==> src/rtl/fifo_reader_pkg.sv <==
// fifo_reader_pkg
// Shared constants and the credit helper for fifo_reader_stream.
//   BUF_DEPTH  : entries in the output ring buffer
//   BUF_CNT_W  : width of the occupancy count (holds 0..BUF_DEPTH)
//   XFER_CNT_W : width of the accepted-word counter
//   has_credit : true when a new FIFO read still fits in the buffer
package fifo_reader_pkg;

    localparam int BUF_DEPTH  = 2;
    localparam int BUF_CNT_W  = 2;
    localparam int XFER_CNT_W = 32;

    typedef logic [BUF_CNT_W-1:0] buf_cnt_t;

    // Words already committed to the buffer once this cycle settles:
    // held words plus a word still on its way from the FIFO, minus the
    // word leaving this cycle. A read may start only if room remains.
    function automatic logic has_credit(input buf_cnt_t cnt,
                                        input logic     inflight,
                                        input logic     pop);
        logic [BUF_CNT_W:0] committed;
        committed = {1'b0, cnt}
                  + {{BUF_CNT_W{1'b0}}, inflight}
                  - {{BUF_CNT_W{1'b0}}, pop};
        return committed < (BUF_CNT_W + 1)'(BUF_DEPTH);
    endfunction

endpackage

==> src/rtl/fifo_reader_skid_buf.sv <==
// fifo_reader_skid_buf
// Two-entry ring buffer with 1-bit write/read pointers and an occupancy count.
// The head entry is visible combinationally; all state clears on reset.
// Ports:
//   clk, rst   : clock, asynchronous active-high reset
//   push       : write push_data at the write pointer
//   push_data  : word to store
//   pop        : retire the head entry
//   head_data  : entry at the read pointer
//   buf_cnt    : words held (0..2)
module fifo_reader_skid_buf
    import fifo_reader_pkg::*;
#(
    parameter int WIDTH_DATA = 36
) (
    input  logic                  clk,
    input  logic                  rst,
    input  logic                  push,
    input  logic [WIDTH_DATA-1:0] push_data,
    input  logic                  pop,
    output logic [WIDTH_DATA-1:0] head_data,
    output buf_cnt_t              buf_cnt
);

    logic [WIDTH_DATA-1:0] mem_reg [BUF_DEPTH];
    logic                  wr_ptr_reg;
    logic                  rd_ptr_reg;
    buf_cnt_t              cnt_reg;

    // Storage is cleared too so the head reads as zero while in reset.
    always_ff @(posedge clk or posedge rst) begin
        if (rst) begin
            for (int i = 0; i < BUF_DEPTH; i++) begin
                mem_reg[i] <= '0;
            end
        end else if (push) begin
            mem_reg[wr_ptr_reg] <= push_data;
        end
    end

    // A push and pop in the same cycle advance both pointers and leave
    // the count alone. When full, the slot written is the one being
    // popped, so a same-cycle refill is safe.
    always_ff @(posedge clk or posedge rst) begin
        if (rst) begin
            wr_ptr_reg <= 1'b0;
            rd_ptr_reg <= 1'b0;
            cnt_reg    <= '0;
        end else begin
            if (push) begin
                wr_ptr_reg <= ~wr_ptr_reg;
            end
            if (pop) begin
                rd_ptr_reg <= ~rd_ptr_reg;
            end
            unique case ({push, pop})
                2'b10:   cnt_reg <= cnt_reg + buf_cnt_t'(1);
                2'b01:   cnt_reg <= cnt_reg - buf_cnt_t'(1);
                default: cnt_reg <= cnt_reg;
            endcase
        end
    end

    assign head_data = mem_reg[rd_ptr_reg];
    assign buf_cnt   = cnt_reg;

endmodule

==> src/rtl/fifo_reader_stream.sv <==
// fifo_reader_stream
// Drains a FIFO read port into a valid/ready stream through a 2-entry buffer,
// sustaining one word per cycle in either FIFO read mode.
// Parameters:
//   WIDTH_DATA : data word width
//   SHOW_AHEAD : 1 = fifo_rdata valid while not empty (push with fifo_ren),
//                0 = fifo_rdata valid the cycle after fifo_ren
// Ports:
//   rdclock, rd_rst         : clock, asynchronous active-high reset
//   fifo_empty, fifo_rdata  : FIFO status and read data
//   fifo_ren                : FIFO read enable (combinational)
//   m_valid, m_data, m_ready: output stream
//   buf_cnt                 : words held in the buffer
//   xfer_cnt                : accepted-word count
// Optional feature macro: FIFO_READER_STREAM_XFER_CNT_EN builds the xfer_cnt
// counter; without it xfer_cnt is tied to zero.
module fifo_reader_stream
    import fifo_reader_pkg::*;
#(
    parameter int WIDTH_DATA = 36,
    parameter int SHOW_AHEAD = 1
) (
    input  logic                  rdclock,
    input  logic                  rd_rst,
    input  logic                  fifo_empty,
    input  logic [WIDTH_DATA-1:0] fifo_rdata,
    output logic                  fifo_ren,
    output logic                  m_valid,
    output logic [WIDTH_DATA-1:0] m_data,
    input  logic                  m_ready,
    output logic [BUF_CNT_W-1:0]  buf_cnt,
    output logic [XFER_CNT_W-1:0] xfer_cnt
);

    buf_cnt_t cnt;
    logic     inflight;
    logic     push;
    logic     pop;

    assign m_valid = (cnt != '0);
    assign pop     = m_valid && m_ready;

    // Reset is folded in so no read escapes while the buffer is held clear.
    assign fifo_ren = !rd_rst && !fifo_empty && has_credit(cnt, inflight, pop);

    generate
        if (SHOW_AHEAD != 0) begin : g_show_ahead
            // Data is already on fifo_rdata: capture it with the read.
            assign inflight = 1'b0;
            assign push     = fifo_ren;
        end else begin : g_registered
            // Data appears one cycle after the read; remember it is coming.
            logic inflight_reg;
            always_ff @(posedge rdclock or posedge rd_rst) begin
                if (rd_rst) begin
                    inflight_reg <= 1'b0;
                end else begin
                    inflight_reg <= fifo_ren;
                end
            end
            assign inflight = inflight_reg;
            assign push     = inflight_reg;
        end
    endgenerate

    fifo_reader_skid_buf #(
        .WIDTH_DATA (WIDTH_DATA)
    ) u_skid_buf (
        .clk       (rdclock),
        .rst       (rd_rst),
        .push      (push),
        .push_data (fifo_rdata),
        .pop       (pop),
        .head_data (m_data),
        .buf_cnt   (cnt)
    );

    assign buf_cnt = cnt;

`ifdef FIFO_READER_STREAM_XFER_CNT_EN
    logic [XFER_CNT_W-1:0] xfer_cnt_reg;
    always_ff @(posedge rdclock or posedge rd_rst) begin
        if (rd_rst) begin
            xfer_cnt_reg <= '0;
        end else if (pop) begin
            xfer_cnt_reg <= xfer_cnt_reg + XFER_CNT_W'(1);
        end
    end
    assign xfer_cnt = xfer_cnt_reg;
`else
    assign xfer_cnt = '0;
`endif

endmodule

==> config.mk <==
export PLATFORM = sky130hd
export DESIGN_NAME = fifo_reader_stream
export DESIGN_NICKNAME = d
export VERILOG_FILES = /design/src/rtl/fifo_reader_pkg.sv /design/src/rtl/fifo_reader_skid_buf.sv /design/src/rtl/fifo_reader_stream.sv
export SDC_FILE = /design/constraint.sdc
export NUM_CORES = 1
export LEC_CHECK = 0
export BUFFER_PORTS_ARGS = -buffer_cell sky130_fd_sc_hd__buf_4
export CAP_MARGIN = 10
export CORE_MARGIN = 4
export CORE_UTILIZATION = 52
export DETAILED_ROUTE_END_ITERATION = 12
export PLACE_DENSITY = 0.86
export RECOVER_POWER = 50
export SLEW_MARGIN = 20
export SYNTH_ARGS = -nofsm -noshare
export SYNTH_HDL_FRONTEND = slang
export SYNTH_SLANG_ARGS = --single-unit
==> constraint.sdc <==
create_clock -name rdclock -period 3.15 [get_ports rdclock]
set_input_delay 0.4725 -clock rdclock [delete_from_list [all_inputs] [get_ports rdclock]]
set_output_delay 0.4725 -clock rdclock [all_outputs]
set_load 0.005 [all_outputs]
==> results of run 1 <==
## area by class of cell
cell class,count,area [sq um],share of cell area
Timing Repair Buffer,82,606.8,0.1370
Clock buffer,11,151.4,0.03418
Tap cell,96,120.1,0.02712
Sequential cell,76,1903,0.4297
Clock inverter,5,50.05,0.01130
Multi-Input combinational cell,153,1587,0.3582
Inverter,3,11.26,0.002542
## path summary, 6_finish.rpt
kind	slack, ns	startpoint	end	cells after the start
worst max-delay path	0.65	u_skid_buf.buf_cnt[0]$_DFFE_PP0P_	u_skid_buf.mem_reg[53]$_DFFE_PP0P_	4
worst min-delay path	0.37	fifo_rdata[7]	u_skid_buf.mem_reg[43]$_DFFE_PP0P_	2
worst max register to register	0.65	u_skid_buf.buf_cnt[0]$_DFFE_PP0P_	u_skid_buf.mem_reg[53]$_DFFE_PP0P_	4
worst min register to register	0.49	u_skid_buf.mem_reg[63]$_DFFE_PP0P_	u_skid_buf.mem_reg[63]$_DFFE_PP0P_	1
max in group asynchronous	0.89	rd_rst	u_skid_buf.rd_ptr_reg$_DFFE_PP0P_	3
min in group asynchronous	0.55	rd_rst	u_skid_buf.mem_reg[27]$_DFFE_PP0P_	2
## cells in the final DEF (no fill, tap or decap)
| cell | synthesis | routed |
|---|---|---|
| sky130_fd_sc_hd__nand2b_1 | 0 | 1 |
| sky130_fd_sc_hd__clkbuf_4 | 0 | 3 |
| sky130_fd_sc_hd__dfrtp_2 | 0 | 1 |
| sky130_fd_sc_hd__xor2_1 | 2 | 2 |
| sky130_fd_sc_hd__conb_1 | 1 | 32 |
| sky130_fd_sc_hd__clkinv_2 | 0 | 4 |
| sky130_fd_sc_hd__inv_1 | 3 | 3 |
| sky130_fd_sc_hd__clkbuf_2 | 1 | 2 |
| sky130_fd_sc_hd__or2_2 | 1 | 1 |
| sky130_fd_sc_hd__mux2_4 | 40 | 29 |
| sky130_fd_sc_hd__and2_0 | 0 | 1 |
| sky130_fd_sc_hd__a2111oi_4 | 2 | 2 |
| sky130_fd_sc_hd__dfrtp_1 | 76 | 75 |
| sky130_fd_sc_hd__a211oi_1 | 1 | 1 |
| sky130_fd_sc_hd__nor2_1 | 1 | 1 |
| sky130_fd_sc_hd__buf_4 | 32 | 76 |
| sky130_fd_sc_hd__mux2_1 | 1 | 12 |
| sky130_fd_sc_hd__clkbuf_1 | 4 | 1 |
| sky130_fd_sc_hd__clkbuf_8 | 0 | 11 |
| sky130_fd_sc_hd__xnor2_1 | 3 | 3 |
| sky130_fd_sc_hd__ha_1 | 1 | 1 |
| sky130_fd_sc_hd__mux2_2 | 67 | 67 |
| sky130_fd_sc_hd__bufinv_16 | 0 | 1 |
## kinds of logic (layout without fill, tap and decap cells)
kind of cell	Yosys count	count (layout)	synth area share
fa+ha+maj	1	1	0.003327
flops	76	76	0.5058
xor+xnor	5	5	0.01165
other cells	1	32	0.0009974
buf+inv	46	101	0.09018
mux	108	108	0.3634
compound gates	3	3	0.01664
simple gates	4	4	0.007987
## report_power, final
group	total, mW	internal (mW)	switching, mW
Clock	0.727	0.404	0.323
Combinational	1.93	1.34	0.583
Sequential	1.85	1.47	0.376
Total	4.50	3.22	1.28
## layer usage
| layer | track usage | up-vias |
|---|---|---|
| met2 | 0.2795 | 64 |
| met3 | 0.03459 | 6 |
| li1 | - | 946 |
| met4 | 0.05739 | 0 |
| met1 | 0.1948 | 1039 |
| met5 | 0 | - |
## metrics by stage
step | utilization | instance area, sq um
detailed placement | 0.6223 | 4298
global placement | 0.6223 | 4298
floorplan | - | 3876
finish | 0.6413 | 4429
CTS | 0.6514 | 4499
global route | 0.6413 | 4429
## critical path: stages (launching register included)
cell and delay [ns]:
sky130_fd_sc_hd__dfrtp_1 0.44, sky130_fd_sc_hd__nand2b_1 0.27, sky130_fd_sc_hd__a2111oi_4 0.38, sky130_fd_sc_hd__clkbuf_2 0.83, sky130_fd_sc_hd__mux2_2 0.43
==> impl_results.rst, run 1 <==
.. list-table::
   :header-rows: 1

   * - Metric
     - Value
   * - Result of the run
     - finished clean
   * - Sinks on Clock Net
     - 76
   * - Root buffer cell
     - sky130_fd_sc_hd__clkbuf_8
   * - Number of buffers added on ports
     - just under 80
   * - Final hold slack
     - roughly 0.37 ns
   * - Overall routed net length
     - between 6 and 7 mm
   * - Startpoint kind of the worst setup timing path
     - flip-flop
   * - Worst-case setup margin in the final layout
     - 0.6508 ns
   * - Top Layer Used
     - met4
   * - WP data required
     - ~3.4 ns
   * - Period utilisation layout
     - 0.7934
   * - Final Instance Count excl. Fillers
     - 426
   * - Setup crit end kind
     - flip-flop
   * - Via count of the first global-routing pass
     - 2,245
   * - Synth area leaders
     - sky130_fd_sc_hd__dfrtp_1, sky130_fd_sc_hd__mux2_2, sky130_fd_sc_hd__mux2_4
   * - Count of warnings emitted by yosys
     - 0
   * - Initial core utilization
     - 0.5444
   * - Number of setup buffers added after CTS
     - 0
   * - Number of storage elements in the synthesis netlist
     - 76
   * - Placer Congestion
     - 0.6770
   * - CTS resizes
     - 0
   * - Share of flip-flops with an asynchronous set or reset
     - 1.000
   * - Worst slew margin relative to its limit
     - 0.2267
   * - Overall via count from detail_route
     - 2,055
   * - Quantity of hold-fixing buffers added after cts
     - 0
   * - Clock period minus final worst setup slack
     - approximately 2.5 ns
   * - Number of max-slew violations in the final report
     - 0
   * - Total negative setup slack
     - 0 ns
   * - Total standard cell area after synthesis
     - 3760 sq um
   * - Met1 WL
     - 2.752 mm
   * - Gr ovfl total
     - 0
   * - Number of iterations in the first detailed-routing pass
     - 4
   * - Total power per unit cell area
     - roughly 1000 nW/um^2
   * - Mean cell area of the mapped netlist
     - approximately 15 sq um
   * - H-Tree Level Count
     - 3
   * - Highest attainable clock frequency
     - about 400 MHz
   * - Number of antenna violations at the first check in global routing
     - 0
   * - Largest driver fanout on the critical path
     - 36
   * - Die Ht
     - between 90 and 100 um
   * - Post-synthesis to final-layout area growth
     - 17.80%
   * - Arrival time reported for the critical path endpoint
     - between 2 and 3 ns
   * - Number of nets still failing antenna checks after routing
     - 0
   * - Die Area
     - a little under 9000 sq um
   * - Cells after DPL
     - between 400 and 500
   * - Max IR drop VDD
     - around 0.00038 V
   * - Minimum setup slack after placement
     - 1.029 ns
   * - TritonCTS buffer count
     - 9
   * - Flip-flop cell with the highest count after synthesis
     - sky130_fd_sc_hd__dfrtp_1
   * - Reported max-cap violation count
     - 0
   * - Number of hold violations in the final report
     - 0
   * - Global-route wire length before repair
     - around 11 mm
   * - Final setup violating endpoints
     - 0
   * - Most instantiated library cell after synthesis
     - sky130_fd_sc_hd__dfrtp_1
   * - Maximum clock insertion buffer count
     - 2
   * - Clock transition time at the flip-flop clock pins of the worst setup and hold paths
     - around 0.070 ns
   * - DR WL met3
     - 373 um
   * - Worst setup path category
     - flip-flop to flip-flop
   * - Kind of path behind the tightest hold check
     - primary input to flip-flop
   * - Total global routing track utilization
     - 0.1601
   * - Area share of the leading cell type in the synthesized netlist
     - 0.5058
   * - Yosys cell types
     - 19
   * - Average via count per standard cell
     - around 4.8
   * - Std-Cell Rows
     - 30
   * - Met2 layer wire length in the routed design
     - about 3.6 mm
   * - Share of post-route cells with drive strength above 1
     - 0.5970
   * - I/O pin total
     - around 110
   * - Least-Margin Pin Slew
     - between 1 and 1.5 ns
   * - Core region area
     - about 6900 sq um
   * - Per-cell routed wire length
     - around 16 um
   * - Post-synthesis cell type with the largest combined area
     - sky130_fd_sc_hd__dfrtp_1
   * - Antenna diode count
     - 0
   * - Seq/Total Area, Yosys
     - 0.5058
   * - DRC violation count after routing
     - 0
   * - Total power of the final layout
     - around 4.5 mW
   * - Clk_skew
     - approximately 0.0068 ns
   * - Count of flip-flops with a built-in enable after synthesis
     - 0
   * - Clock insertion delay at the later pin of the skew report
     - around 0.32 ns
   * - CTS tree
     - built
   * - Number of DRC violations after detailed-routing iteration 0
     - 31
   * - Synthesized netlist cell count
     - around 240
   * - Setup repair after global routing missed its margin
     - no
   * - Leak
     - 2.075 nW
   * - HPWL after detailed placement
     - approximately 4.7 mm
   * - Largest register FFs
     - just over 70
   * - Maximum number of pins on one net before global-route repair
     - between 40 and 50
   * - Leading post-synthesis cells by instance count
     - sky130_fd_sc_hd__dfrtp_1, sky130_fd_sc_hd__mux2_2, sky130_fd_sc_hd__mux2_4, sky130_fd_sc_hd__buf_4, sky130_fd_sc_hd__buf_6
   * - Fill cell count
     - about 550
   * - Width of the die
     - between 90 and 100 um
   * - Final Net Count
     - approximately 370
Note: power is estimated with default switching activity, not from simulation.
==> inputs of run 2 (changes only) <==
Settings changed: CORE_UTILIZATION 52 to 47, PLACE_DENSITY 0.86 to 0.83.
Clock period 3.15 ns to 2.2 ns, I/O delays scaled along.
==> impl_results.rst, run 2 (same netlist as run 1, synthesis figures left out) <==
.. list-table::
   :header-rows: 1

   * - Metric
     - Value
   * - Result of the run
     - finished clean
   * - Quantity of hold-fixing buffers added after cts
     - 0
   * - Clock insertion delay at the later pin of the skew report
     - 0.34 ns
   * - Kind of path behind the tightest hold check
     - primary input to flip-flop
   * - Average via count per standard cell
     - around 4.8
   * - Worst setup path category
     - flip-flop to primary output
   * - Via count of the first global-routing pass
     - approximately 2.2k
   * - Initial core utilization
     - 0.4841
   * - Internal reg-to-reg setup slack
     - roughly 0.33 ns
   * - Total global routing track utilization
     - 0.1539
   * - Die Area
     - between 9000 and 10,000 sq um
   * - Final setup violating endpoints
     - 0
   * - Max IR drop VDD
     - 0.0006698 V
   * - Clock transition time at the flip-flop clock pins of the worst setup and hold paths
     - 0.08 ns
   * - Capture endpoint of the worst hold path
     - u_skid_buf.mem_reg[2]$_DFFE_PP0P_
   * - Total power per unit cell area
     - ~1500 nW/um^2
   * - Overall routed net length
     - 7.091 mm
   * - Number of nets still failing antenna checks after routing
     - 0
   * - Gr ovfl total
     - 0
   * - Number of DRC violations after detailed-routing iteration 0
     - 39
   * - Width of the die
     - 97.44 um
   * - Setup repair after global routing missed its margin
     - no
   * - Number of hold violations in the final report
     - 0
   * - Maximum number of pins on one net before global-route repair
     - 30
   * - Period utilisation layout
     - 0.8570
   * - Reported max-cap violation count
     - 0
   * - Antenna diode count
     - 0
   * - Number of max-slew violations in the final report
     - 0
   * - Number of buffers added on ports
     - between 70 and 80
   * - I/O pin total
     - approximately 110
   * - Most frequent standard cell in the layout excluding fill and tap cells
     - sky130_fd_sc_hd__dfrtp_1
   * - Setup crit end kind
     - primary output
   * - WP data required
     - 1.87 ns
   * - Overall via count from detail_route
     - between 2k and 2.5k
   * - End of the worst register-to-register path
     - u_skid_buf.mem_reg[67]$_DFFE_PP0P_
   * - Total negative setup slack
     - 0 ns
   * - DRC violation count after routing
     - 0
   * - Final Net Count
     - between 300 and 400
   * - Arrival time reported for the critical path endpoint
     - around 1.6 ns
   * - Leak
     - approximately 2.1 nW
   * - Number of iterations in the first detailed-routing pass
     - 4
   * - Highest attainable clock frequency
     - 530.4 MHz
   * - Total power of the final layout
     - roughly 6.7 mW
   * - Placer Congestion
     - approximately 0.79
   * - Post-synthesis to final-layout area growth
     - 21.10%
   * - Min-Delay Startpoint
     - fifo_rdata[2]
   * - Die Ht
     - between 90 and 100 um
   * - Core region area
     - 7767 sq um
   * - Maximum clock insertion buffer count
     - 2
   * - Hold path cells
     - 2
   * - Number of setup buffers added after CTS
     - 0
   * - RR Startpoint
     - u_skid_buf.buf_cnt[0]$_DFFE_PP0P_
   * - CTS tree
     - built
   * - Number of antenna violations at the first check in global routing
     - 0
   * - Worst slew margin relative to its limit
     - 0.1846
   * - H-Tree Level Count
     - 3
   * - R2R depth
     - 4
   * - Commonest cells after routing, fill and taps aside
     - sky130_fd_sc_hd__dfrtp_1, sky130_fd_sc_hd__buf_4, sky130_fd_sc_hd__mux2_2, sky130_fd_sc_hd__mux2_4, sky130_fd_sc_hd__conb_1
   * - TritonCTS buffer count
     - 9
   * - Per-cell routed wire length
     - 16.15 um
   * - Sinks on Clock Net
     - 76
   * - Clock period minus final worst setup slack
     - between 1.5 and 2 ns
   * - HPWL after detailed placement
     - 5.038 mm
   * - Root buffer cell
     - sky130_fd_sc_hd__clkbuf_8
   * - Largest register FFs
     - 72
   * - Startpoint kind of the worst setup timing path
     - flip-flop
   * - Global-route wire length before repair
     - 11.67 mm
   * - Largest driver fanout on the critical path
     - 5
   * - Least-Margin Pin Slew
     - about 1.2 ns
   * - Share of post-route cells with drive strength above 1
     - 0.6261
   * - CTS resizes
     - 0
   * - Clk_skew
     - 0.008803 ns
   * - Std-Cell Rows
     - 32
==> run 2: final cells by class <==
| type | count | area, sq um |
|---|---|---|
| inverters | 3 | 12.51 |
| fillers | 638 | 3214 |
| clock buffers | 11 | 151.4 |
| flip-flops and latches | 76 | 1902 |
| multi-input cells | 153 | 1628 |
| well taps | 102 | 127.6 |
| clock inverters | 5 | 83.83 |
| repair buffers | 89 | 648.1 |
==> run 2: power breakdown <==
group          switching, mW  internal (mW)  leakage [nW]
combinational           1.01           2.02          1.11
clock                  0.509          0.703         0.112
sequential             0.398           2.11         0.906
==> run 2: layer usage <==
metal,global-route usage,share of wire,up-vias
li1,-,-,956
met1,0.2022,0.44,1060
met2,0.2478,0.49,69
met3,0.04953,0.059,7
met4,0.03834,0.0080,0
met5,0,0,-
==> run 2: how the worst max path moves through the flow <==
stage                                              end  depth (start not counted)                              start
floorplan            u_skid_buf.mem_reg[0]$_DFFE_PP0P_                          4  u_skid_buf.buf_cnt[0]$_DFFE_PP0P_
global placement    u_skid_buf.mem_reg[70]$_DFFE_PP0P_                          4  u_skid_buf.buf_cnt[0]$_DFFE_PP0P_
detailed placement  u_skid_buf.mem_reg[12]$_DFFE_PP0P_                          4  u_skid_buf.buf_cnt[0]$_DFFE_PP0P_
CTS                                           fifo_ren                          4  u_skid_buf.buf_cnt[0]$_DFFE_PP0P_
global route                                  fifo_ren                          4  u_skid_buf.buf_cnt[0]$_DFFE_PP0P_
finish                                        fifo_ren                          4  u_skid_buf.buf_cnt[0]$_DFFE_PP0P_
==> run 2: worst max-delay path, stage by stage (launching register included) <==
cell and delay, ns:
sky130_fd_sc_hd__dfrtp_1 0.44, sky130_fd_sc_hd__nand2b_4 0.19, sky130_fd_sc_hd__a211oi_1 0.29, sky130_fd_sc_hd__clkbuf_1 0.18, sky130_fd_sc_hd__buf_4 0.13
==> run 2: stage by stage <==
stage | worst slack (ns) | utilization | instances | area [sq um] | hold slack, ns
2_1_floorplan | 0.3077 | - | 275 | 3880 | 0.4522
5_1_grt | 0.2052 | 0.5862 | 439 | 4553 | 0.1944
3_3_place_gp | 0.3776 | 0.5598 | 423 | 4348 | 0.4627
3_5_place_dp | 0.3330 | 0.5598 | 423 | 4348 | 0.4742
6_report | 0.3146 | 0.5862 | 439 | 4553 | 0.2218
4_1_cts | 0.3093 | 0.5900 | 439 | 4583 | 0.1089
==> inputs of run 3 (changes only) <==
Settings changed: ABC_AREA from default to 1, CORE_UTILIZATION 47 to 48, GPL_TIMING_DRIVEN from default to 0.
==> impl_results.rst, run 3 <==
.. list-table::
   :header-rows: 1

   * - Metric
     - Value
   * - Result of the run
     - finished clean
   * - Yosys cell types
     - 21
   * - Die Ht
     - 100.0 um
   * - Root buffer cell
     - sky130_fd_sc_hd__clkbuf_8
   * - Kind of cell with the highest combined delay on the critical path
     - buffers and inverters
   * - Count of flip-flops with a built-in enable after synthesis
     - 0
   * - Synthesized netlist cell count
     - 496
   * - Quantity of hold-fixing buffers added after cts
     - 0
   * - Clock transition time at the flip-flop clock pins of the worst setup and hold paths
     - approximately 0.080 ns
   * - I/O pin total
     - 112
   * - CTS tree
     - built
   * - R2R depth
     - 9
   * - Critical path buffer and inverter count
     - 3
   * - Overall routed net length
     - between 10 and 15 mm
   * - Share of post-route cells with drive strength above 1
     - 0.2644
   * - Initial core utilization
     - 0.4949
   * - CTS resizes
     - 0
   * - Post-synthesis cell type with the largest combined area
     - sky130_fd_sc_hd__dfrtp_1
   * - Portion of total power attributed to the clock network
     - 0.163
   * - Fill cell count
     - roughly 730
   * - Final Net Count
     - 660
   * - Highest attainable clock frequency
     - between 500 and 600 MHz
   * - Period utilisation layout
     - 0.9081
   * - Switching power
     - 2.709 mW
   * - Share of power burned in combinational logic
     - 0.480
   * - Seq/Total Area, Yosys
     - 0.4677
   * - Clock insertion delay at the later pin of the skew report
     - 0.36 ns
   * - Final setup violating endpoints
     - 0
   * - Per-cell routed wire length
     - 14.31 um
   * - Die Area
     - 10,010 sq um
   * - WP data required
     - around 1.9 ns
   * - Arrival time reported for the critical path endpoint
     - between 1.5 and 2 ns
   * - Number of buffers added on ports
     - between 70 and 80
   * - Area share of the leading cell type in the synthesized netlist
     - 0.4677
   * - Internal reg-to-reg setup slack
     - 0.39 ns
   * - Share of flip-flops with an asynchronous set or reset
     - 1.000
   * - RR Startpoint
     - u_skid_buf.buf_cnt[0]$_DFFE_PP0P_
   * - Leak
     - 2.896 nW
   * - Largest driver fanout on the critical path
     - 10
   * - Critical path cell sequence
     - buf_2, buf_1, nand2_1, nand2_1, buf_4
   * - Std-Cell Rows
     - 33
   * - Width of the die
     - ~100 um
   * - Flip-flop cell with the highest count after synthesis
     - sky130_fd_sc_hd__dfrtp_1
   * - Clk_skew
     - just over 0.01 ns
   * - Maximum clock insertion buffer count
     - 2
   * - Number of antenna violations at the first check in global routing
     - 0
   * - Mean cell area of the mapped netlist
     - roughly 8.2 sq um
   * - TritonCTS buffer count
     - 9
   * - Total negative setup slack
     - 0 ns
   * - Number of DRC violations after detailed-routing iteration 0
     - ~280
   * - Number of max-slew violations in the final report
     - 0
   * - DRC violation count after routing
     - 0
   * - Number of nets still failing antenna checks after routing
     - 0
   * - Antenna diode count
     - 0
   * - Average via count per standard cell
     - roughly 5
   * - Global-route wire length before repair
     - roughly 17 mm
   * - Int Pwr
     - 4.039 mW
   * - Least-Margin Pin Slew
     - roughly 0.89 ns
   * - Most instantiated library cell after synthesis
     - sky130_fd_sc_hd__nand2_1
   * - Setup repair after global routing missed its margin
     - no
   * - HPWL after detailed placement
     - 7.564 mm
   * - Total power per unit cell area
     - 1321 nW/um^2
   * - Setup crit end kind
     - primary output
   * - Number of iterations in the first detailed-routing pass
     - 5
   * - Sequential cell fraction of total power
     - 0.357
   * - End of the worst register-to-register path
     - u_skid_buf.buf_cnt[1]$_DFFE_PP0P_
   * - Count of warnings emitted by yosys
     - 0
   * - Number of storage elements in the synthesis netlist
     - 76
   * - Kind of path behind the tightest hold check
     - primary input to async pin
   * - Largest register FFs
     - between 70 and 80
   * - Start point of the critical path
     - u_skid_buf.rd_ptr_reg$_DFFE_PP0P_
   * - Startpoint kind of the worst setup timing path
     - flip-flop
   * - Post-synthesis to final-layout area growth
     - 25.66%
   * - Final core utilization
     - 0.6219
   * - Number of hold violations in the final report
     - 0
   * - Worst slew margin relative to its limit
     - 0.4068
   * - Core region area
     - between 8000 and 9000 sq um
   * - Worst setup path category
     - flip-flop to primary output
   * - Maximum number of pins on one net before global-route repair
     - 36
   * - Reported max-cap violation count
     - 0
   * - Most frequent standard cell in the layout excluding fill and tap cells
     - sky130_fd_sc_hd__nand2_1
   * - Sinks on Clock Net
     - 76
   * - Gr ovfl total
     - 0
   * - Total global routing track utilization
     - 0.2148
   * - Most Frequent Cell on Critical Path
     - sky130_fd_sc_hd__nand2_1
   * - H-Tree Level Count
     - 3
   * - Leading post-synthesis cells by instance count
     - sky130_fd_sc_hd__nand2_1, sky130_fd_sc_hd__dfrtp_1, sky130_fd_sc_hd__nand4_1, sky130_fd_sc_hd__buf_4, sky130_fd_sc_hd__buf_2
   * - Via count of the first global-routing pass
     - approximately 3.5k
   * - Commonest cells after routing, fill and taps aside
     - sky130_fd_sc_hd__nand2_1, sky130_fd_sc_hd__buf_4, sky130_fd_sc_hd__dfrtp_1, sky130_fd_sc_hd__nand4_1, sky130_fd_sc_hd__conb_1
   * - Synth area leaders
     - sky130_fd_sc_hd__dfrtp_1, sky130_fd_sc_hd__nand2_1, sky130_fd_sc_hd__nand4_1
   * - Clock period minus final worst setup slack
     - approximately 2 ns
   * - Total standard cell area after synthesis
     - between 4000 and 5000 sq um
   * - Net Sw Frac
     - 0.4015
   * - Slowest stage cell on the critical path
     - sky130_fd_sc_hd__buf_1
   * - Max IR drop VDD
     - around 0.00070 V
   * - Overall via count from detail_route
     - 3,689
   * - Highest cell delay on the worst timing path
     - between 0.4 and 0.5 ns
   * - Placer Congestion
     - between 0.7 and 0.8
   * - Number of setup buffers added after CTS
     - 0
[run 3: kinds of logic (layout without fill, tap and decap cells)]
family                   count (synthesis)  count (layout)  synth area share
XOR/XNOR                                 2               2          0.004308
adder cells (fa/ha/maj)                  1               1          0.003076
buffers and inverters                   76             173            0.1532
flip-flops                              76              76            0.4677
other                                    1              32         0.0009222
AND/OR/NAND/NOR                        340             340            0.3708
[run 3: how the worst max path moves through the flow]
stage,to,slack [ns],cells after the start
6_report,m_data[14],0.20,5
5_1_grt,m_data[4],0.09,5
4_1_cts,m_data[14],0.20,5
3_5_place_dp,u_skid_buf.buf_cnt[1]$_DFFE_PP0P_,0.47,9
3_3_place_gp,u_skid_buf.mem_reg[16]$_DFFE_PP0P_,0.49,2
2_1_floorplan,u_skid_buf.buf_cnt[1]$_DFFE_PP0P_,0.68,10
[run 3: per-stage QoR]
step	setup WS, ns	power (mW)	std cells	hold slack, ns	area (sq um)
after floorplan	0.6807	4.316	527	0.4417	4187
after global placement	0.4923	5.611	711	0.4537	4911
after detailed placement	0.4672	5.742	713	0.3953	4959
after global routing	0.08504	7.309	729	0.2151	5110
after CTS	0.1975	6.841	729	0.008373	5161
final	0.2021	6.748	729	0.1408	5110
[run 3: metal layers]
metal | vias to the layer above | routed length (um) | GRT usage
met1 | 1727 | 4306 | 0.2795
met4 | 0 | 177 | 0.06425
met5 | - | 0 | 0
li1 | 1799 | - | -
met2 | 148 | 5154 | 0.3566
met3 | 15 | 796 | 0.05281
[run 3: layout make-up]
type                            count  area, sq um  share of cell area
Tap cell                          105        131.4             0.02571
Inverter                            8        31.28            0.006121
Multi-Input combinational cell    375         1650              0.3230
Timing Repair Buffer               81        621.8              0.1217
Clock inverter                      4        47.55            0.009305
Clock buffer                       12        155.1             0.03036
Buffer                             68        570.5              0.1117
Sequential cell                    76         1902              0.3722
[run 3: power groups by stage]
stage / logic [mW] / clock network [mW] / registers, mW
3_3_place_gp: 3.21 / 0 / 2.40
6_report: 3.24 / 1.10 / 2.41
3_5_place_dp: 3.31 / 0 / 2.43
2_1_floorplan: 1.97 / 0 / 2.35
5_1_grt: 3.65 / 1.17 / 2.48
4_1_cts: 3.32 / 1.11 / 2.41
